<file path="src/rtl/readout_pkg.sv">
// Shared definitions for the FIFO readout framer.
//   state_e          : framer FSM state encoding
//   HDR_TAG_DEFAULT  : default header tag, placed in header bits [31:16]
//   TRL_TAG_DEFAULT  : default trailer tag, placed in trailer bits [31:24]
//   csum_fold()      : folds a 32-bit payload word into the 16-bit running checksum
package readout_pkg;

    typedef enum logic [1:0] {
        StIdle    = 2'd0,
        StHeader  = 2'd1,
        StPayload = 2'd2,
        StTrailer = 2'd3
    } state_e;

    localparam logic [15:0] HDR_TAG_DEFAULT = 16'hA5C3;
    localparam logic [7:0]  TRL_TAG_DEFAULT = 8'h5A;

    function automatic logic [15:0] csum_fold(input logic [31:0] word);
        return word[31:16] ^ word[15:0];
    endfunction

endpackage

</file>
<file path="src/rtl/readout_skid_buf.sv">
// Two-entry payload buffer sitting behind a non-FWFT FIFO read port.
//   clock, reset : clock and asynchronous active-high reset
//   rd_issue     : a FIFO read strobe is being issued this cycle
//   rd_data      : FIFO read data, valid the cycle after rd_issue
//   pop          : head entry is consumed this cycle
//   head         : oldest buffered word
//   occupancy    : number of buffered words (0..2)
//   inflight     : a read was issued last cycle and its data lands this cycle
module readout_skid_buf (
    input  logic        clock,
    input  logic        reset,
    input  logic        rd_issue,
    input  logic [31:0] rd_data,
    input  logic        pop,
    output logic [31:0] head,
    output logic [1:0]  occupancy,
    output logic        inflight
);

    logic [31:0] ent0_q, ent1_q;
    logic [1:0]  occ_q;
    logic        inflight_q;

    always_ff @(posedge clock or posedge reset) begin
        if (reset) begin
            ent0_q     <= '0;
            ent1_q     <= '0;
            occ_q      <= '0;
            inflight_q <= 1'b0;
        end else begin
            inflight_q <= rd_issue;
            // ent0 is always the head; ent1 only holds data when occ_q == 2.
            case ({inflight_q, pop})
                2'b10: begin
                    if (occ_q == 2'd0) ent0_q <= rd_data;
                    else               ent1_q <= rd_data;
                    occ_q <= occ_q + 2'd1;
                end
                2'b01: begin
                    ent0_q <= ent1_q;
                    occ_q  <= occ_q - 2'd1;
                end
                2'b11: begin
                    if (occ_q == 2'd2) begin
                        ent0_q <= ent1_q;
                        ent1_q <= rd_data;
                    end else begin
                        ent0_q <= rd_data;
                    end
                end
                default: ;
            endcase
        end
    end

    assign head      = ent0_q;
    assign occupancy = occ_q;
    assign inflight  = inflight_q;

endmodule

</file>
<file path="src/rtl/fifo_readout_framer.sv">
// Drains a 32-bit non-FWFT FIFO into framed records: header, up to FRAME_WORDS payload words,
// trailer. A partial frame closes after TIMEOUT idle cycles.
//   clock, reset          : clock and asynchronous active-high reset
//   enable                : allows a new frame to start
//   fifo_dout, fifo_empty : FIFO read data (1-cycle latency) and empty flag
//   fifo_rd_en            : FIFO read strobe
//   out_data/out_valid/out_ready/out_last : framed word stream, out_last marks the trailer
//   frame_count           : completed frames, wrapping
//   busy                  : FSM not idle
module fifo_readout_framer
    import readout_pkg::*;
#(
    parameter int unsigned FRAME_WORDS = 64,
    parameter int unsigned TIMEOUT     = 1024,
    parameter logic [15:0] HDR_TAG     = HDR_TAG_DEFAULT,
    parameter logic [7:0]  TRL_TAG     = TRL_TAG_DEFAULT
) (
    input  logic        clock,
    input  logic        reset,
    input  logic        enable,
    input  logic [31:0] fifo_dout,
    input  logic        fifo_empty,
    output logic        fifo_rd_en,
    output logic [31:0] out_data,
    output logic        out_valid,
    input  logic        out_ready,
    output logic        out_last,
    output logic [15:0] frame_count,
    output logic        busy
);

    localparam int unsigned TmoW = (TIMEOUT > 2) ? $clog2(TIMEOUT) : 1;

    state_e          state_q, state_d;
    logic [7:0]      count_q, count_d;
    logic [15:0]     csum_q, csum_d;
    logic [TmoW-1:0] tmo_q, tmo_d;
    logic [15:0]     fcount_q, fcount_d;

    logic [31:0] buf_head;
    logic [1:0]  buf_occ;
    logic        buf_inflight;
    logic [1:0]  pending;
    logic        pop;
    logic        drained;

    readout_skid_buf u_buf (
        .clock     (clock),
        .reset     (reset),
        .rd_issue  (fifo_rd_en),
        .rd_data   (fifo_dout),
        .pop       (pop),
        .head      (buf_head),
        .occupancy (buf_occ),
        .inflight  (buf_inflight)
    );

    assign pending = buf_occ + {1'b0, buf_inflight};
    assign drained = (buf_occ == 2'd0) && !buf_inflight;

    always_comb begin
        state_d    = state_q;
        count_d    = count_q;
        csum_d     = csum_q;
        tmo_d      = '0;
        fcount_d   = fcount_q;
        out_data   = '0;
        out_valid  = 1'b0;
        out_last   = 1'b0;
        fifo_rd_en = 1'b0;
        pop        = 1'b0;

        unique case (state_q)
            StIdle: begin
                if (enable && !fifo_empty) begin
                    state_d = StHeader;
                    count_d = '0;
                    csum_d  = '0;
                end
            end
            StHeader: begin
                out_data  = {HDR_TAG, fcount_q};
                out_valid = 1'b1;
                if (out_ready) state_d = StPayload;
            end
            StPayload: begin
                out_valid = (buf_occ != 2'd0);
                out_data  = buf_head;
                pop       = out_valid && out_ready;
                if (pop) begin
                    count_d = count_q + 8'd1;
                    csum_d  = csum_q ^ csum_fold(buf_head);
                end
                // A same-cycle pop frees a slot, which keeps one word per cycle flowing.
                // count + pending is invariant under a pop, so the frame limit uses pre-pop values.
                fifo_rd_en = !fifo_empty && ((pending != 2'd2) || pop) &&
                             (({1'b0, count_q} + {7'b0, pending}) < 9'(FRAME_WORDS));
                if (drained && (32'(count_q) == FRAME_WORDS)) begin
                    state_d = StTrailer;
                end else if (drained && fifo_empty) begin
                    tmo_d = tmo_q + TmoW'(1);
                    // Leave on the edge where the counter reaches TIMEOUT-1.
                    if (tmo_q == TmoW'(TIMEOUT - 2)) state_d = StTrailer;
                end
            end
            StTrailer: begin
                out_data  = {TRL_TAG, count_q, csum_q};
                out_valid = 1'b1;
                out_last  = 1'b1;
                if (out_ready) begin
                    fcount_d = fcount_q + 16'd1;
                    state_d  = StIdle;
                end
            end
            default: state_d = StIdle;
        endcase
    end

    always_ff @(posedge clock or posedge reset) begin
        if (reset) begin
            state_q  <= StIdle;
            count_q  <= '0;
            csum_q   <= '0;
            tmo_q    <= '0;
            fcount_q <= '0;
        end else begin
            state_q  <= state_d;
            count_q  <= count_d;
            csum_q   <= csum_d;
            tmo_q    <= tmo_d;
            fcount_q <= fcount_d;
        end
    end

    assign frame_count = fcount_q;
    assign busy        = (state_q != StIdle);

endmodule

</file>
<file path="config.mk">
export PLATFORM = sky130hd
export DESIGN_NAME = fifo_readout_framer
export DESIGN_NICKNAME = d
export VERILOG_FILES = /design/src/rtl/readout_pkg.sv /design/src/rtl/readout_skid_buf.sv /design/src/rtl/fifo_readout_framer.sv
export SDC_FILE = /design/constraint.sdc
export NUM_CORES = 1
export LEC_CHECK = 0
export CAP_MARGIN = 10
export CELL_PAD_IN_SITES_DETAIL_PLACEMENT = 1
export CELL_PAD_IN_SITES_GLOBAL_PLACEMENT = 2
export CORE_MARGIN = 4
export CORE_UTILIZATION = 37
export CTS_CLUSTER_SIZE = 30
export DETAILED_ROUTE_END_ITERATION = 6
export PLACE_DENSITY = 0.95
export SYNTH_ARGS = -nofsm -noshare
export SYNTH_HDL_FRONTEND = slang
export SYNTH_SLANG_ARGS = --single-unit
</file>
<file path="constraint.sdc">
create_clock -name clock -period 8.7 [get_ports clock]
set_clock_uncertainty 0.05 [all_clocks]
set_input_delay 1.74 -clock clock [delete_from_list [all_inputs] [get_ports clock]]
set_output_delay 1.74 -clock clock [all_outputs]
set_load 0.01 [all_outputs]
</file>
* Yosys cells after proc, flatten, opt, wreduce, memory -nomap -nowiden
Index checks and enable logic that the tools add are counted.
** Word-level totals
- Bits in registers :: 119
- Latch bits :: 0
- RAM bits :: 0
- Bits in read-only memories :: 0
- Input bits :: 37
- Output and inout bits :: 52
- Memories kept :: 0
** Operators by class
- Add/subtract/negate cells :: 7
- Multiply operators :: 0
- Divide/modulo/power cells :: 0
- Order comparisons :: 1
- Equality and inequality tests :: 19
- Shift operators :: 0
- Multiplexer cells :: 28
- Bitwise logic cells :: 2
- Reduce and logical (&&, ||, !) cells :: 24
** Operators with widths (number)
- 32-bit one-hot mux with 3 select lines :: 2
- 32-bit 2-to-1 mux :: 4
- 32-bit one-hot mux with 2 select lines :: 1
- 16-bit 2-to-1 mux :: 2
- 16-bit one-hot mux with 2 select lines :: 1
- 16-bit bitwise XOR :: 2
- 10-bit 2-to-1 mux :: 3
- 16-bit by 1-bit adder with 16-bit output (second input constant) :: 1
- 8-bit 2-to-1 mux :: 2
- 8-bit one-hot mux with 2 select lines :: 1
- 2-bit inequality test (second input constant) :: 7
- 2-bit 2-to-1 mux :: 6
- 10-bit by 1-bit adder with 10-bit output (second input constant) :: 1
- 10-bit equality test (second input constant) :: 1
- 2-bit equality test (second input constant) :: 5
- 2-bit nonzero test :: 5
- 8-bit by 2-bit adder with 9-bit output :: 1
- 9-bit by 7-bit less-than comparator with 1-bit output (second input constant) :: 1
- 8-bit by 1-bit adder with 8-bit output (second input constant) :: 1
- 8-bit by 7-bit equality test with 1-bit output (second input constant) :: 1
- 2-bit one-hot mux with 4 select lines :: 1
- 1-bit logical AND :: 7
- 3-bit inequality test (second input constant) :: 2
- 3-bit AND reduction :: 2
- other kinds (15) :: 21

* Longest topological paths before layout
Gate-level depths: netlist of the first run.
- Depth after elaboration :: 6
- Depth in mapped cells :: 11
- Gate-level depth less buffers :: 9

* Hierarchy
A second synthesis of the first run with hierarchy kept.
** Unflattened totals
- Cell total of the unflattened synthesis :: 635
- Area total of the unflattened synthesis :: 6204.7 um2
** By module, submodules not included
- fifo_readout_framer :: times used 1, cells each 361, area each 3190.6 um2, sequential area each 1301.2 um2
- readout_skid_buf :: times used 1, cells each 274, area each 3014.1 um2, sequential area each 1676.6 um2

* Least setup slack after synthesis of the first run
OpenSTA, ideal clock, no wires.
- Kind :: input-to-output
- From :: input out_ready
- To :: output fifo_rd_en
- Arrival :: 2.307 ns
- Data required time :: 6.910 ns
- Setup slack :: 4.603 ns
- Stages on the path :: 3
- Path buffers :: 0
- Path through :: o211ai_1 > inv_1 > o221a_2
** Between the ends
- Cells in the longest elaborated chain, start to end :: 5
** Ends and longest elaborated chain
- start: declaration :: line fifo_readout_framer.sv:26 : input logic out_ready,
- 1-bit logical AND :: line fifo_readout_framer.sv:89 : pop = out_valid && out_ready;
- 1-bit logical OR :: line fifo_readout_framer.sv:96 : fifo_rd_en = !fifo_empty && ((pending != 2'd2) || pop) &&
- 1-bit logical AND (2 in series) :: line fifo_readout_framer.sv:96
- 1-bit 2-to-1 mux :: line fifo_readout_framer.sv:73 : unique case (state_q)
- end: declaration :: line fifo_readout_framer.sv:23 : output logic fifo_rd_en,
Every way passes these cells.

* Worst setup path after layout of the first run
Ends and elaborated chain as after synthesis.

==> results of run 1 <==
==> final timing paths <==
check | start | endpoint | cells after the start
hold / removal | u_buf.ent1_q[4] | u_buf.ent1_q[4] | 1
min in group asynchronous | reset | tmo_q[0] | 2
setup reg to reg | state_q[1] | u_buf.head[3] | 9
max in group asynchronous | reset | frame_count[12] | 3
hold reg to reg | u_buf.ent1_q[4] | u_buf.ent1_q[4] | 1
setup / recovery | out_ready | fifo_rd_en | 5
==> area by class of cell <==
type                            instances  area, um^2  share of cell area, %
Clock buffer                           17         425                   5.60
Multi-Input combinational cell        413        2770                   36.5
Inverter                               13        51.3                  0.675
Clock inverter                         15         168                   2.21
Tap cell                              211         264                   3.48
Sequential cell                       119        2980                   39.2
Timing Repair Buffer                   96         941                   12.4
==> flip-flops by register name, indices dropped and copies added (netlist names) <==
name             count
u_buf.ent1_q        32
u_buf.head          32
csum_q              16
frame_count         16
tmo_q               10
count_q              8
state_q              2
u_buf.occupancy      2
u_buf.inflight       1
==> power breakdown <==
part	switching, mW	internal (mW)
clock	0.284	0.427
sequential	0.227	0.781
combinational	0.711	0.627
==> worst max-delay path, delay by kind of cell <==
family / cells / cell delay, ps
AO/OA/AOI/OAI: 2 / 470
buffers and inverters: 3 / 1370
==> synth_stat cells, types with 16 or more instances <==
cell / count
a21oi_1: 60
a222oi_1: 16
a22oi_1: 40
clkbuf_1: 33
dfrtp_1: 119
ha_1: 16
mux2_2: 33
nand2_1: 25
nand3_1: 16
nor2_1: 77
o21ai_0: 22
or3_1: 17
xnor2_1: 30
==> cell usage in the layout (no fill, tap or decap), drive strengths merged, types with 2 or more instances in the layout <==
cell	n
bufinv	2
a21oi	60
clkinv	7
or3	17
xor2	14
nand2	25
clkbuf	17
dfrtp	119
a22oi	40
and3	5
a31oi	4
o21ai	22
nand4	7
ha	16
inv	18
mux2	34
clkdlybuf4s50	88
nor3	5
nand3	16
xnor2	30
a41o	2
buf	8
nor2	77
a222oi	16
nand2b	2
==> per-layer routing <==
metal / track usage (%) / part of all wire [%]
met1: 26.6 / 43
met2: 34.6 / 50
met3: 4.10 / 5.3
met4: 7.75 / 1.8
met5: 0 / 0
==> logic make-up (layout without fill, tap and decap cells) <==
| kind of cell | after synthesis | count (layout) | synth area share (%) |
|---|---|---|---|
| AO/OA/AOI/OAI | 156 | 156 | 17.3 |
| XOR/XNOR | 44 | 44 | 6.51 |
| adder cells (fa/ha/maj) | 16 | 16 | 3.38 |
| buffers and inverters | 50 | 141 | 3.30 |
| flip-flops | 119 | 119 | 50.3 |
| multiplexers | 34 | 34 | 6.47 |
| AND/OR/NAND/NOR | 163 | 163 | 12.8 |
==> metrics by stage <==
stage / setup slack, ps / util (%)
after floorplan: 3750 / -
after global placement: 3430 / 45.4
after detailed placement: 3350 / 45.4
after CTS: 3340 / 49.2
after global routing: 3250 / 49.2
final: 3320 / 49.2
==> reports/results.txt, run 1 <==
status: finished, final reports clean
Total Neg Setup Slack: 0 ps
Crit path required time: 6910 ps
TritonRoute pass-1 iters: 5
vias: 5027
Core Area: 0.0154 mm^2
Post-CTS Hold Buffers: 0
Final setup viols: 0
fillers: 1716
CTS tree: yes
Max IR drop VDD: 0.000171 V
RSZ-0062 raised after global routing: no
WHS: 459 ps
GPL Wtd Cong: 0.858
Final HPWL DP: 12.4 mm
First DRT Iteration DRCs: 467
Worst Path Max Fanout: 6
clock root cell: clkbuf_16
syn_area_per_cell: 10.2 um^2
CTS resizes: 0
Mapped Area: 0.00592 mm^2
cell row count: 45
final std cells w/o fill: 884
clk sinks: 119
fin crit period: 5380 ps
final hold vios: 0
Pwr Density: 402 mW/mm^2
H-tree levels: 4
Synth Flop Type: dfrtp_1
Mapped Nets: 635
antenna violations before repair: 0
Critical Path AT: 3590 ps
total congestion overflow: 0
Die Ht: 135 um
Post-synth EDFFs: 0
Setup crit end kind: output pin
post-synthesis register bit count: 119
layout cells sized above 1: 12.0%
Initial Util: 38.4%
I/O Buffers: 88
period utilisation layout: 61.8%
DRC Markers: 0
# IOs: 89
Yosys warning count: 0
Final ANT Viol Nets: 0
clock insertion delay at the later pin of the skew report: 430 ps
vias per cell: 5.69
Worst R2R Setup Slack: 5530 ps
Syn Inst Count: 582
Max clock buf depth: 2
die footprint: 0.0181 mm^2
total power: 3.06 mW
first-pass GRT wire length: 29.2 mm
Clk pin slew, worst setup/hold paths: 60 ps
final net count: 713
largest net degree at the start of global routing: 69
CP max-delay cell: clkdlybuf4s50_1
ANT cells: 0
register area share after synthesis: 50.3%
Crit Path Category: in2out
nature of the critical path startpoint: input port
post-synth top area share: 50.3%
asr flop ratio synth: 100%
leakage power figure: 3.18 nW
Placed Cells: 852
Netlist cell types: 45
Placed Area: 0.00700 mm^2
f_max: 186 MHz
post-synth top area cell: dfrtp_1
Max Slew Vio Count: 0
Worst-Margin Slew: 1210 ps
MaxCap Viol Count: 0
design area: 0.00760 mm^2
Min-Delay Path Class: reg2reg
aggregate routed wire length: 18.0 mm
vias in the first global route: 5399
Syn-to-layout area delta: 28.3%
Total GRT Usage: 20.6%
slowest stage delay, CP: 640 ps
cell mode on critical path: clkdlybuf4s50_1
Post-CTS Setup Bufs: 0
CP cell instances: clkdlybuf4s50_1, o211ai_1, inv_1, o221a_2, clkdlybuf4s50_1
max_slew headroom: 19.5%
Die W: 135 um
WL per Instance: 20.4 um
TritonCTS Buffers: 17
Area contributors post-synth: dfrtp_1, mux2_2, a21oi_1
Power figures use the tool's default switching activity.
==> run 2, diff against run 1 <==
--- a/config.mk
+++ b/config.mk
@@ -9,10 +9,10 @@
 export CELL_PAD_IN_SITES_DETAIL_PLACEMENT = 1
 export CELL_PAD_IN_SITES_GLOBAL_PLACEMENT = 2
 export CORE_MARGIN = 4
-export CORE_UTILIZATION = 37
+export CORE_UTILIZATION = 35
 export CTS_CLUSTER_SIZE = 30
 export DETAILED_ROUTE_END_ITERATION = 6
-export PLACE_DENSITY = 0.95
+export PLACE_DENSITY = 0.92
 export SYNTH_ARGS = -nofsm -noshare
 export SYNTH_HDL_FRONTEND = slang
 export SYNTH_SLANG_ARGS = --single-unit
==> constraint.sdc (replaced) <==
create_clock -name clock -period 5.35 [get_ports clock]
set_clock_uncertainty 0.05 [all_clocks]
set_input_delay 1.07 -clock clock [delete_from_list [all_inputs] [get_ports clock]]
set_output_delay 1.07 -clock clock [all_outputs]
set_load 0.01 [all_outputs]
==> run 2 against run 1 <==
Sequential cell count did not move; sequential power rose by 64%; clock power rose by 60%; total power rose by 63%; critical endpoint unchanged; non-clock buffer count rose by 1; critical path depth rose by 1.
==> reports/results.txt, run 2 (synthesis gave the netlist of run 1 again) <==
status: finished, final reports clean
clock insertion delay at the later pin of the skew report: 420 ps
Critical Path AT: 2940 ps
RSZ-0062 raised after global routing: no
largest net degree at the start of global routing: 69
commonest non-fill, non-tap cell in the layout: dfrtp_1
Worst Path Max Fanout: 44
Pwr Density: 656 mW/mm^2
vias per cell: 5.63
TritonCTS Buffers: 17
clk sinks: 119
ANT cells: 0
Setup crit end kind: output pin
total congestion overflow: 0
GPL Wtd Cong: 0.788
max_slew headroom: 16.8%
Die Ht: 138 um
Final HPWL DP: 12.8 mm
Core Area: 0.0166 mm^2
MaxCap Viol Count: 0
Post-CTS Setup Bufs: 0
design area: 0.00761 mm^2
Min-Delay Path Class: reg2reg
cell row count: 47
Worst Reg-to-Reg Cells: 8
Clk pin slew, worst setup/hold paths: 50 ps
Crit Path Category: reg2out
Total GRT Usage: 19.9%
Max IR drop VDD: 0.000281 V
H-tree levels: 4
Total Neg Setup Slack: 0 ps
Initial Util: 35.7%
Syn-to-layout area delta: 28.5%
Max Slew Vio Count: 0
nature of the critical path startpoint: flop
hold endpoint: u_buf.ent1_q[27]
clock root cell: clkbuf_16
Placed Area: 0.00702 mm^2
vias: 5018
leakage power figure: 3.18 nW
Max clock buf depth: 2
CTS tree: yes
Final ANT Viol Nets: 0
Worst-Margin Slew: 1250 ps
vias in the first global route: 5432
final net count: 714
TritonRoute pass-1 iters: 7
hold path depth: 1
fin crit period: 4060 ps
Final setup viols: 0
Post-CTS Hold Buffers: 0
DRC Markers: 0
first-pass GRT wire length: 30.4 mm
CP cell instances: ha_1, buf_4, o211ai_1, inv_1, o221a_2, clkdlybuf4s50_1
Critical R2R Capture: u_buf.head[9]
slowest stage delay, CP: 590 ps
antenna violations before repair: 0
f_max: 246 MHz
# IOs: 89
fillers: 1841
Worst R2R Setup Slack: 1920 ps
die footprint: 0.0191 mm^2
WL per Instance: 20.8 um
First DRT Iteration DRCs: 436
CTS resizes: 0
period utilisation layout: 75.9%
I/O Buffers: 88
worst r2r src: state_q[1]
layout cells sized above 1: 11.8%
aggregate routed wire length: 18.6 mm
final hold vios: 0
worst hold start: u_buf.ent1_q[27]
commonest non-fill, non-tap cells in the layout: dfrtp_1, clkdlybuf4s50_1, nor2_1
Crit path required time: 4230 ps
CP max-delay cell: dfrtp_1
Die W: 138 um
==> run 2: cell type report <==
| type | instances | area [um^2] | area share [%] |
|---|---|---|---|
| flip-flops and latches | 119 | 2980 | 39.1 |
| clock inverters | 7 | 93.8 | 1.23 |
| multi-input cells | 413 | 2770 | 36.4 |
| inverters | 13 | 51.3 | 0.674 |
| repair buffers | 97 | 948 | 12.5 |
| well taps | 220 | 275 | 3.62 |
| clock buffers | 22 | 494 | 6.49 |
==> run 2: worst max path at each step <==
stage	startpoint	to	slack (ps)	cells after the start
6_report	state_q[1]	fifo_rd_en	1290	6
5_1_grt	state_q[1]	fifo_rd_en	1130	6
4_1_cts	state_q[1]	fifo_rd_en	1290	6
3_5_place_dp	out_ready	fifo_rd_en	1310	5
3_3_place_gp	out_ready	fifo_rd_en	1400	5
2_1_floorplan	reset	count_q[0]	1070	1
==> run 2: power breakdown <==
group	internal, mW	switching [mW]
clock	0.738	0.405
combinational	1.02	1.16
sequential	1.27	0.394
total	3.03	1.96
==> run 2: through the flow <==
| step | util (%) | hold slack (ps) | power [mW] | setup slack (ps) | cells |
|---|---|---|---|---|---|
| after floorplan | - | 431 | 2.90 | 1070 | 582 |
| after global placement | 42.3 | 440 | 3.70 | 1400 | 862 |
| after detailed placement | 42.3 | 447 | 3.84 | 1310 | 862 |
| after CTS | 45.9 | 459 | 5.01 | 1290 | 891 |
| after global routing | 45.9 | 469 | 5.32 | 1130 | 891 |
| final | 45.9 | 455 | 4.99 | 1290 | 891 |
==> run 2: worst max-delay path: cells and delay by family, from the launching register on <==
kind | cells | cell delay, ps
buffers and inverters | 3 | 1160
DFF | 1 | 590
AOI/OAI and AO/OA | 2 | 540
adders and majority gates | 1 | 220
==> run 2: routing by layer <==
layer / track usage, % / share of wire, % / up-vias
met5: 0 / 0 / -
met4: 7.23 / 2.0 / 0
met3: 4.52 / 4.4 / 36
met2: 33.8 / 51 / 148
met1: 25.1 / 43 / 2569
li1: - / - / 2265
